<file path="config.mk">
export PLATFORM = sky130hd
export DESIGN_NAME = aileron_seq_flat
export DESIGN_NICKNAME = d
export VERILOG_FILES = /design/src/rtl/aileron_if.sv /design/src/rtl/aileron_seq.sv /design/src/flat_wrapper.sv
export SDC_FILE = /design/constraint.sdc
export NUM_CORES = 1
export LEC_CHECK = 0
export CORE_MARGIN = 4
export CORE_UTILIZATION = 62
export CTS_CLUSTER_DIAMETER = 40
export DETAILED_ROUTE_END_ITERATION = 8
export PLACE_DENSITY = 0.95
export SETUP_SLACK_MARGIN = 0.2
export SLEW_MARGIN = 10
export SYNTH_ARGS = -nofsm -noshare
export SYNTH_HDL_FRONTEND = slang
export SYNTH_SLANG_ARGS = --single-unit
</file>
<file path="constraint.sdc">
create_clock -name clk -period 12.1 [get_ports clk]
set_input_delay 2.42 -clock clk [delete_from_list [all_inputs] [get_ports clk]]
set_output_delay 2.42 -clock clk [all_outputs]
set_load 0.005 [all_outputs]
</file>
<file path="src/rtl/aileron_if.sv">
// aileron_if: command/valve bundle between the flight-command register and
// the aileron valve sequencer.
//   ang        signed angle command (two's complement, ANG_W bits)
//   ang_valid  ang is sampled on a rising edge where this is high
//   center     neutral request, overrides ang_valid
//   valves_l   left valves, thermometer coded, bit i = stage i+1 open
//   valves_r   right valves, thermometer coded, bit i = stage i+1 open
//   busy       position has not reached the target yet
//   at_target  ~busy
// master: command source.  slave: sequencer.
interface aileron_if #(
   parameter int ANG_W  = 4,
   parameter int STAGES = 2
);
   logic signed [ANG_W-1:0]  ang;
   logic                     ang_valid;
   logic                     center;
   logic        [STAGES-1:0] valves_l;
   logic        [STAGES-1:0] valves_r;
   logic                     busy;
   logic                     at_target;

   modport master (
      output ang, ang_valid, center,
      input  valves_l, valves_r, busy, at_target
   );

   modport slave (
      input  ang, ang_valid, center,
      output valves_l, valves_r, busy, at_target
   );
endinterface

</file>
<file path="src/rtl/aileron_seq.sv">
// aileron_seq: rate-limited aileron valve sequencer.
// Maps a signed angle command onto a signed stage position; negative opens
// left valves, positive opens right valves, thermometer coded. The position
// moves one stage at a time with at least STEP_CYC cycles between moves,
// and always passes through neutral (all closed) when changing side.
// Ports:
//   clk  rising-edge clock
//   rst  synchronous active-high reset
//   bus  aileron_if.slave (ang, ang_valid, center in; valves_l, valves_r,
//        busy, at_target out)
module aileron_seq #(
   parameter int ANG_W    = 4,
   parameter int STAGES   = 2,
   parameter int ANG_STEP = 3,
   parameter int STEP_CYC = 4
) (
   input  logic      clk,
   input  logic      rst,
   aileron_if.slave  bus
);

   // Signed position width covering -STAGES..+STAGES.
   localparam int PW = $clog2(STAGES + 1) + 1;
   localparam int CW = (STEP_CYC > 1) ? $clog2(STEP_CYC) : 1;
   localparam logic signed [PW-1:0] ONE      = PW'(1);
   localparam logic        [CW-1:0] DWELL_LD = CW'(STEP_CYC - 1);

   // IDLE: pos==tgt. MOVE: step is taken on the coming edge.
   // DWELL: waiting out the slew interval.
   typedef enum logic [1:0] {IDLE, MOVE, DWELL} state_t;

   state_t               st, st_d;
   logic signed [PW-1:0] tgt, tgt_d, pos, pos_d;
   logic        [CW-1:0] cnt, cnt_d;

   // ---------------- command -> target stage ----------------
   logic signed [ANG_W:0] ax;
   logic        [ANG_W:0] mag;
   logic        [31:0]    m32, lvl32;
   logic signed [PW-1:0]  lvl, cmd_tgt;

   always_comb begin
      // One extra bit so |most-negative| does not overflow.
      ax    = {bus.ang[ANG_W-1], bus.ang};
      mag   = ax[ANG_W] ? unsigned'(-ax) : unsigned'(ax);
      m32   = 32'(mag);
      lvl32 = '0;
      if (m32 != '0)
         lvl32 = (m32 - 32'd1) / 32'(ANG_STEP) + 32'd1;
      if (lvl32 > 32'(STAGES))
         lvl32 = 32'(STAGES);
      lvl     = PW'(lvl32);
      cmd_tgt = ax[ANG_W] ? -lvl : lvl;
   end

   // ---------------- next state ----------------
   always_comb begin
      tgt_d = tgt;
      pos_d = pos;
      cnt_d = cnt;
      st_d  = st;

      if (bus.center)
         tgt_d = '0;
      else if (bus.ang_valid)
         tgt_d = cmd_tgt;

      // Motion follows the registered target; a retarget arriving now only
      // takes effect from the next edge and never restarts the dwell.
      case (st)
         MOVE: begin
            pos_d = (pos < tgt) ? pos + ONE : pos - ONE;
            cnt_d = DWELL_LD;
         end
         DWELL:   cnt_d = cnt - CW'(1);
         default: ;
      endcase

      if (cnt_d != '0)
         st_d = DWELL;
      else if (pos_d != tgt_d)
         st_d = MOVE;
      else
         st_d = IDLE;
   end

   always_ff @(posedge clk) begin
      if (rst) begin
         st  <= IDLE;
         tgt <= '0;
         pos <= '0;
         cnt <= '0;
      end else begin
         st  <= st_d;
         tgt <= tgt_d;
         pos <= pos_d;
         cnt <= cnt_d;
      end
   end

   // ---------------- valve decode ----------------
   // Sign of pos selects the side, so both sides can never be open together.
   logic [STAGES-1:0] vl, vr;

   for (genvar i = 0; i < STAGES; i++) begin : g_stage
      localparam logic signed [PW-1:0] K = PW'(i + 1);
      assign vl[i] = (pos <= -K);
      assign vr[i] = (pos >= K);
   end

   assign bus.valves_l  = vl;
   assign bus.valves_r  = vr;
   assign bus.busy      = (pos != tgt);
   assign bus.at_target = (pos == tgt);

endmodule

</file>
<file path="src/flat_wrapper.sv">
// flat-port wrapper written by rule: the top's interface ports become plain ports
module aileron_seq_flat 
#(
   parameter int ANG_W    = 4,
   parameter int STAGES   = 2,
   parameter int ANG_STEP = 3,
   parameter int STEP_CYC = 4
)
  (clk, rst, bus_ang, bus_ang_valid, bus_center, bus_valves_l, bus_valves_r, bus_busy, bus_at_target);
  aileron_if #(.ANG_W(ANG_W), .STAGES(STAGES)) bus_i ();
  input  logic clk;
  input  logic rst;
  input wire logic [$bits(bus_i.ang)-1:0] bus_ang;
  input wire logic [$bits(bus_i.ang_valid)-1:0] bus_ang_valid;
  input wire logic [$bits(bus_i.center)-1:0] bus_center;
  output wire logic [$bits(bus_i.valves_l)-1:0] bus_valves_l;
  output wire logic [$bits(bus_i.valves_r)-1:0] bus_valves_r;
  output wire logic [$bits(bus_i.busy)-1:0] bus_busy;
  output wire logic [$bits(bus_i.at_target)-1:0] bus_at_target;
  assign bus_i.ang = bus_ang;
  assign bus_i.ang_valid = bus_ang_valid;
  assign bus_i.center = bus_center;
  assign bus_valves_l = bus_i.valves_l;
  assign bus_valves_r = bus_i.valves_r;
  assign bus_busy = bus_i.busy;
  assign bus_at_target = bus_i.at_target;
  aileron_seq #(.ANG_W(ANG_W), .STAGES(STAGES), .ANG_STEP(ANG_STEP), .STEP_CYC(STEP_CYC)) u_core (.clk(clk), .rst(rst), .bus(bus_i));
endmodule
</file>
======== After elaboration in Yosys (flattened, before gate mapping) ========
Cells that the tools add are included.
storage, ports and cells
  flip-flop bits (word level) ............. 10
  bits of input ports ..................... 8
  logic and storage cells ................. 38
operators by class
  add/subtract/negate cells ............... 7
  div/mod/pow operators ................... 1
  magnitude comparators ................... 6
  equal/unequal tests ..................... 5
  multiplexer cells ....................... 11
  reduce and logical (&&, ||, !) cells .... 3
operators with widths
  operator                                                                           number
  32-bit by 1-bit adder with 32-bit output (second input constant)                   1
  32-bit by 2-bit divider with 32-bit output (second input constant)                 1
  32-bit by 2-bit greater-than comparator with 1-bit output (second input constant)  1
  32-bit two-way mux                                                                 1
  3-bit two-way mux                                                                  6
  3-bit != test                                                                      2
  5-bit by 1-bit subtractor with 6-bit output (second input constant)                1
  5-bit two-way mux                                                                  1
  4-bit negator with 5-bit output                                                    1
  5-bit nonzero test                                                                 1
  2-bit case mux with 2 select lines                                                 1
  3-bit by 2-bit adder with 3-bit output (second input constant)                     1
  3-bit == test                                                                      1
  3-bit by 2-bit >= comparator with 1-bit output (second input constant)             1
  3-bit >= comparator (second input constant)                                        1
  3-bit by 1-bit <= comparator with 1-bit output (second input constant)             1
  3-bit by 2-bit <= comparator with 1-bit output (second input constant)             1
  3-bit < comparator                                                                 1
  3-bit negator                                                                      1
  3-bit by 2-bit subtractor with 3-bit output (second input constant)                1
  2-bit by 1-bit == test with 1-bit output (second input constant)                   1
  2-bit == test (second input constant)                                              1
  2-bit two-way mux                                                                  1
  2-bit nonzero test                                                                 1
  other kinds (3)                                                                    3

======== Depth between registers and ports, before layout ========
  word-level depth ........................ 15
  mapped depth ............................ 34

======== Least setup slack after synthesis ========
No wires, ideal clock.
  path type ............................... input to register
  from .................................... input bus_ang[0]
  to ...................................... register u_core.st[0]
  data arrival time ....................... 7.574 ns
  data required time ...................... 11.983 ns
  slack ................................... 4.408 ns
  stages on the path ...................... 29
  buffers on the path ..................... 1
  cell sequence ........................... buf_6 inv_1 ha_1 nand2_1 o21a_1 ha_1 inv_1 a221o_1 a2111o_1 a21o_1 a21oi_1 nor2_1 ha_1 a21oi_1 o221ai_1 o2bb2ai_1 or2_2 ha_1 nor3_1 o21ai_0 nor3_2 inv_1 ha_1 nor3b_1 a21oi_1 nand3b_1 o21ai_0 nand3b_4 a32o_1
between the ends
  word-level cells in the longest chain between the ends .. 14
ends and longest elaborated chain
  element                                                    RTL line            source
  start: declaration                                         flat_wrapper.sv:13  input wire logic [$bits(bus_i.ang)-1:0] bus_ang;
  4-bit negator with 5-bit output                            aileron_seq.sv:45   mag = ax[ANG_W] ? unsigned'(-ax) : unsigned'(ax);
  5-bit two-way mux (*)                                      aileron_seq.sv:45
  5-bit by 1-bit subtractor with 6-bit output                aileron_seq.sv:49   lvl32 = (m32 - 32'd1) / 32'(ANG_STEP) + 32'd1;
  32-bit by 2-bit divider with 32-bit output                 aileron_seq.sv:49
  32-bit by 1-bit adder with 32-bit output                   aileron_seq.sv:49
  32-bit two-way mux (*)                                     aileron_seq.sv:48   if (m32 != '0)
  32-bit by 2-bit greater-than comparator with 1-bit output  aileron_seq.sv:50   if (lvl32 > 32'(STAGES))
  3-bit two-way mux (*)                                      aileron_seq.sv:50
  3-bit negator                                              aileron_seq.sv:53   cmd_tgt = ax[ANG_W] ? -lvl : lvl;
  3-bit two-way mux (*)                                      aileron_seq.sv:53
  3-bit two-way mux (*)                                      aileron_seq.sv:65   else if (bus.ang_valid)
  3-bit two-way mux (*)                                      aileron_seq.sv:63   if (bus.center)
  3-bit != test (*)                                          aileron_seq.sv:81   else if (pos_d != tgt_d)
  1-bit two-way mux (*)                                      aileron_seq.sv:81
  end signal: assignment                                     aileron_seq.sv:94   st <= st_d;
  end: declaration                                           aileron_seq.sv:32   state_t st, st_d;
Every way passes the cells marked *; elsewhere a longest branch is shown, timed or not.
A chain may end at the register's enable or synchronous reset.

======== Final worst setup path ========
Same ends and word-level chain as after synthesis.

==> reports/metrics.yaml <==
timing:
  slew_headroom: 0.609
  final-setup-viol-count: 0
  hold_viol: 0
  fin_ws_ps: 3110
  rsz0062_at_grt: "false"
  period_needed_ps: 8990
  tightest_slew_ps: 582
  fin_tns_setup_ps: 0
  whs_ps: 557
  max_freq_ghz: 0.111
  fin_skew_ps: 5.10
  period_share: 0.743
  drv_slew: 0
critical_path:
  slowest_delay_ps: 800
  cp-end-kind: "register"
  cp.arrival_ps: 9150
  ff2ff_setup_slack_ps: 9210
  crit_path_start_kind: "input port"
  worstReg2RegEnd: "u_core.st[0]"
  path_common_cell: "ha_1"
  crit_path_top_delay_cell: "clkdlybuf4s50_1"
  crit_type: "in -> reg"
  crit_fanout: 12
  worst-endpoint-required_ps: 12260
  reg2reg_depth: 9
  reg2reg_from: "u_core.pos[1]"
grt:
  grt_max_degree: 13
  gr-usage-met2: 0.454
  track_usage: 0.227
  grt_first_pass_wirelength_mm: 6.05
  met3_usage: 0.0226
  top_usage_layer: "met2"
  gr-usage-met1: 0.219
  grt_overflow: 0
  first_global_vias: 1472
  antenna_found_initial: 0
clock_network:
  cts_buffers: 3
  ctsHoldBuffers: 0
  post_cts_buffers: 0
  cts-htree-levels: 1
  clock_latency_ps: 270
  clock_sinks: 10
  clockRootBuffer: "clkbuf_4"
  cts_tree: "built"
  ctsResizeCount: 0
  cts_buffer_depth: 2
  path_clk_slew_ps: 70
routing:
  remaining_drc_errors: 0
  dr.pass1.iters: 5
  drt_iter0_drc: 108
  wl_mm: 3.45
  via_per_inst: 6.23
  vias: 1470
  ant_nets: 0
  wl_per_cell_um: 14.6
min_path:
  hp-class: "reg -> reg"
  whs_path_depth: 2
  hold_end: "u_core.tgt[1]"
  min_from: "u_core.tgt[1]"
die:
  ios: 14
  fp.dieW_um: 57.3
  die-height_um: 57.3
  coreArea_um2: 2250
  die_area_um2: 3290
  start_util: 0.669
  core.rowCount: 17
yosys:
  synthesis.instances: 196
  synth_cell_types: 57
  ys_top_cells_by_area: "ha_1 (15%), dfxtp_1 (13%), nor2_1 (5.2%), inv_1 (4.7%), a21oi_1 (4.3%)"
  yosysMostFrequentCell: "nor2_1"
  synth_top_area_share: 0.149
  synth_warnings: 0
  synth_top_cell_by_area: "ha_1"
  yosysSeqAreaShare: 0.133
  synth_edf_count: 0
  synth_nets: 222
  synth_common_cells: "nor2_1 (21), inv_1 (19), ha_1 (18), a21oi_1 (13), nand2_1 (12)"
  ys.flop_type: "dfxtp_1"
  ys_async_sr_fraction: 0
  syn_area_per_cell_um2: 7.70
  synth_seq_cells: 10
  synth_area_um2: 1510
layout:
  final_cells: 236
  nNetsFinal: 235
  fin_util: 0.737
  areaGrowthSynthToFinish_pct: 10.1
  final_area_um2: 1660
  drive_gt1_frac: 0.0962
  n_antenna_cell: 0
placed_design:
  preCtsSetupSlack_ps: 2980
  dp_hpwl_mm: 2.70
  placed_cells: 232
  io_buffer_count: 13
  gp_congestion: 0.937
  placed_area_um2: 1630
power:
  irDropWorstVdd_uv: 126
  power.leakage_nw: 0.694
  p_total_mw: 0.312
  p_per_area_nw_per_um2: 188
outcome:
  outcome: "finished clean"
flow_run:
  drv_cap: 0
==> flip-flops by register name, indices dropped and copies added (netlist names) <==
register and flops:
u_core.pos 3, u_core.tgt 3, u_core.cnt 2, u_core.st 2
==> cells in the final DEF (no fill, tap or decap), types with 6 or more instances in the layout <==
cell              n
inv_1            19
xnor2_1           6
nor2_1           21
nor3_1            8
dfxtp_1          10
ha_1             18
nand2_1          12
a21oi_1          13
clkdlybuf4s50_1  13
o21ai_0          10
==> area by class of cell <==
type	instances	area (µm²)
fill	160	593
timing repair buffer	13	130
sequential	10	200
clock buffer	4	36.3
multi-input combinational	162	1190
tap	28	35.0
inverter	19	71.3
==> routing by layer <==
metal / up-vias / wire, µm
li1: 723 / -
met1: 679 / 1350
met2: 52 / 1840
met3: 16 / 131
met4: 0 / 129
met5: - / 0
==> worst max-delay path by stage <==
stage / startpoint / to / slack (ps) / cells past startpoint
after floorplan: bus_ang[0] / u_core.st[0] / 4410 / 29
after global placement: bus_ang[0] / u_core.st[0] / 3370 / 30
after detailed placement: bus_ang[0] / u_core.st[0] / 2980 / 30
after CTS: bus_ang[0] / u_core.st[0] / 3240 / 30
after global routing: bus_ang[0] / u_core.st[0] / 2620 / 30
final: bus_ang[0] / u_core.st[0] / 3110 / 30
==> worst max-delay path, delay by kind of cell <==
kind                     cells  cell delay [ps]
AO/OA/AOI/OAI               10             2040
AND/OR/NAND/NOR             11             1980
adder cells (fa/ha/maj)      5             1470
buffers and inverters        4             1220
==> kinds of logic (layout without fill, tap and decap cells) <==
group           after synthesis  count (layout)  share of synthesized area
compound gates               54              54                      0.274
xor+xnor                      9               9                     0.0522
fa+ha+maj                    18              18                      0.149
buf+inv                      24              36                     0.0796
simple gates                 76              76                      0.287
other cells                   2               2                    0.00498
mux                           3               3                     0.0199
flops                        10              10                      0.133
==> power breakdown <==
part / total [mW] / internal [mW] / switching, mW
registers: 0.0577 / 0.0429 / 0.0147
logic: 0.224 / 0.109 / 0.114
clock network: 0.0305 / 0.0183 / 0.0122
total: 0.312 / 0.171 / 0.141
Note: power is estimated with default switching activity, not from simulation.
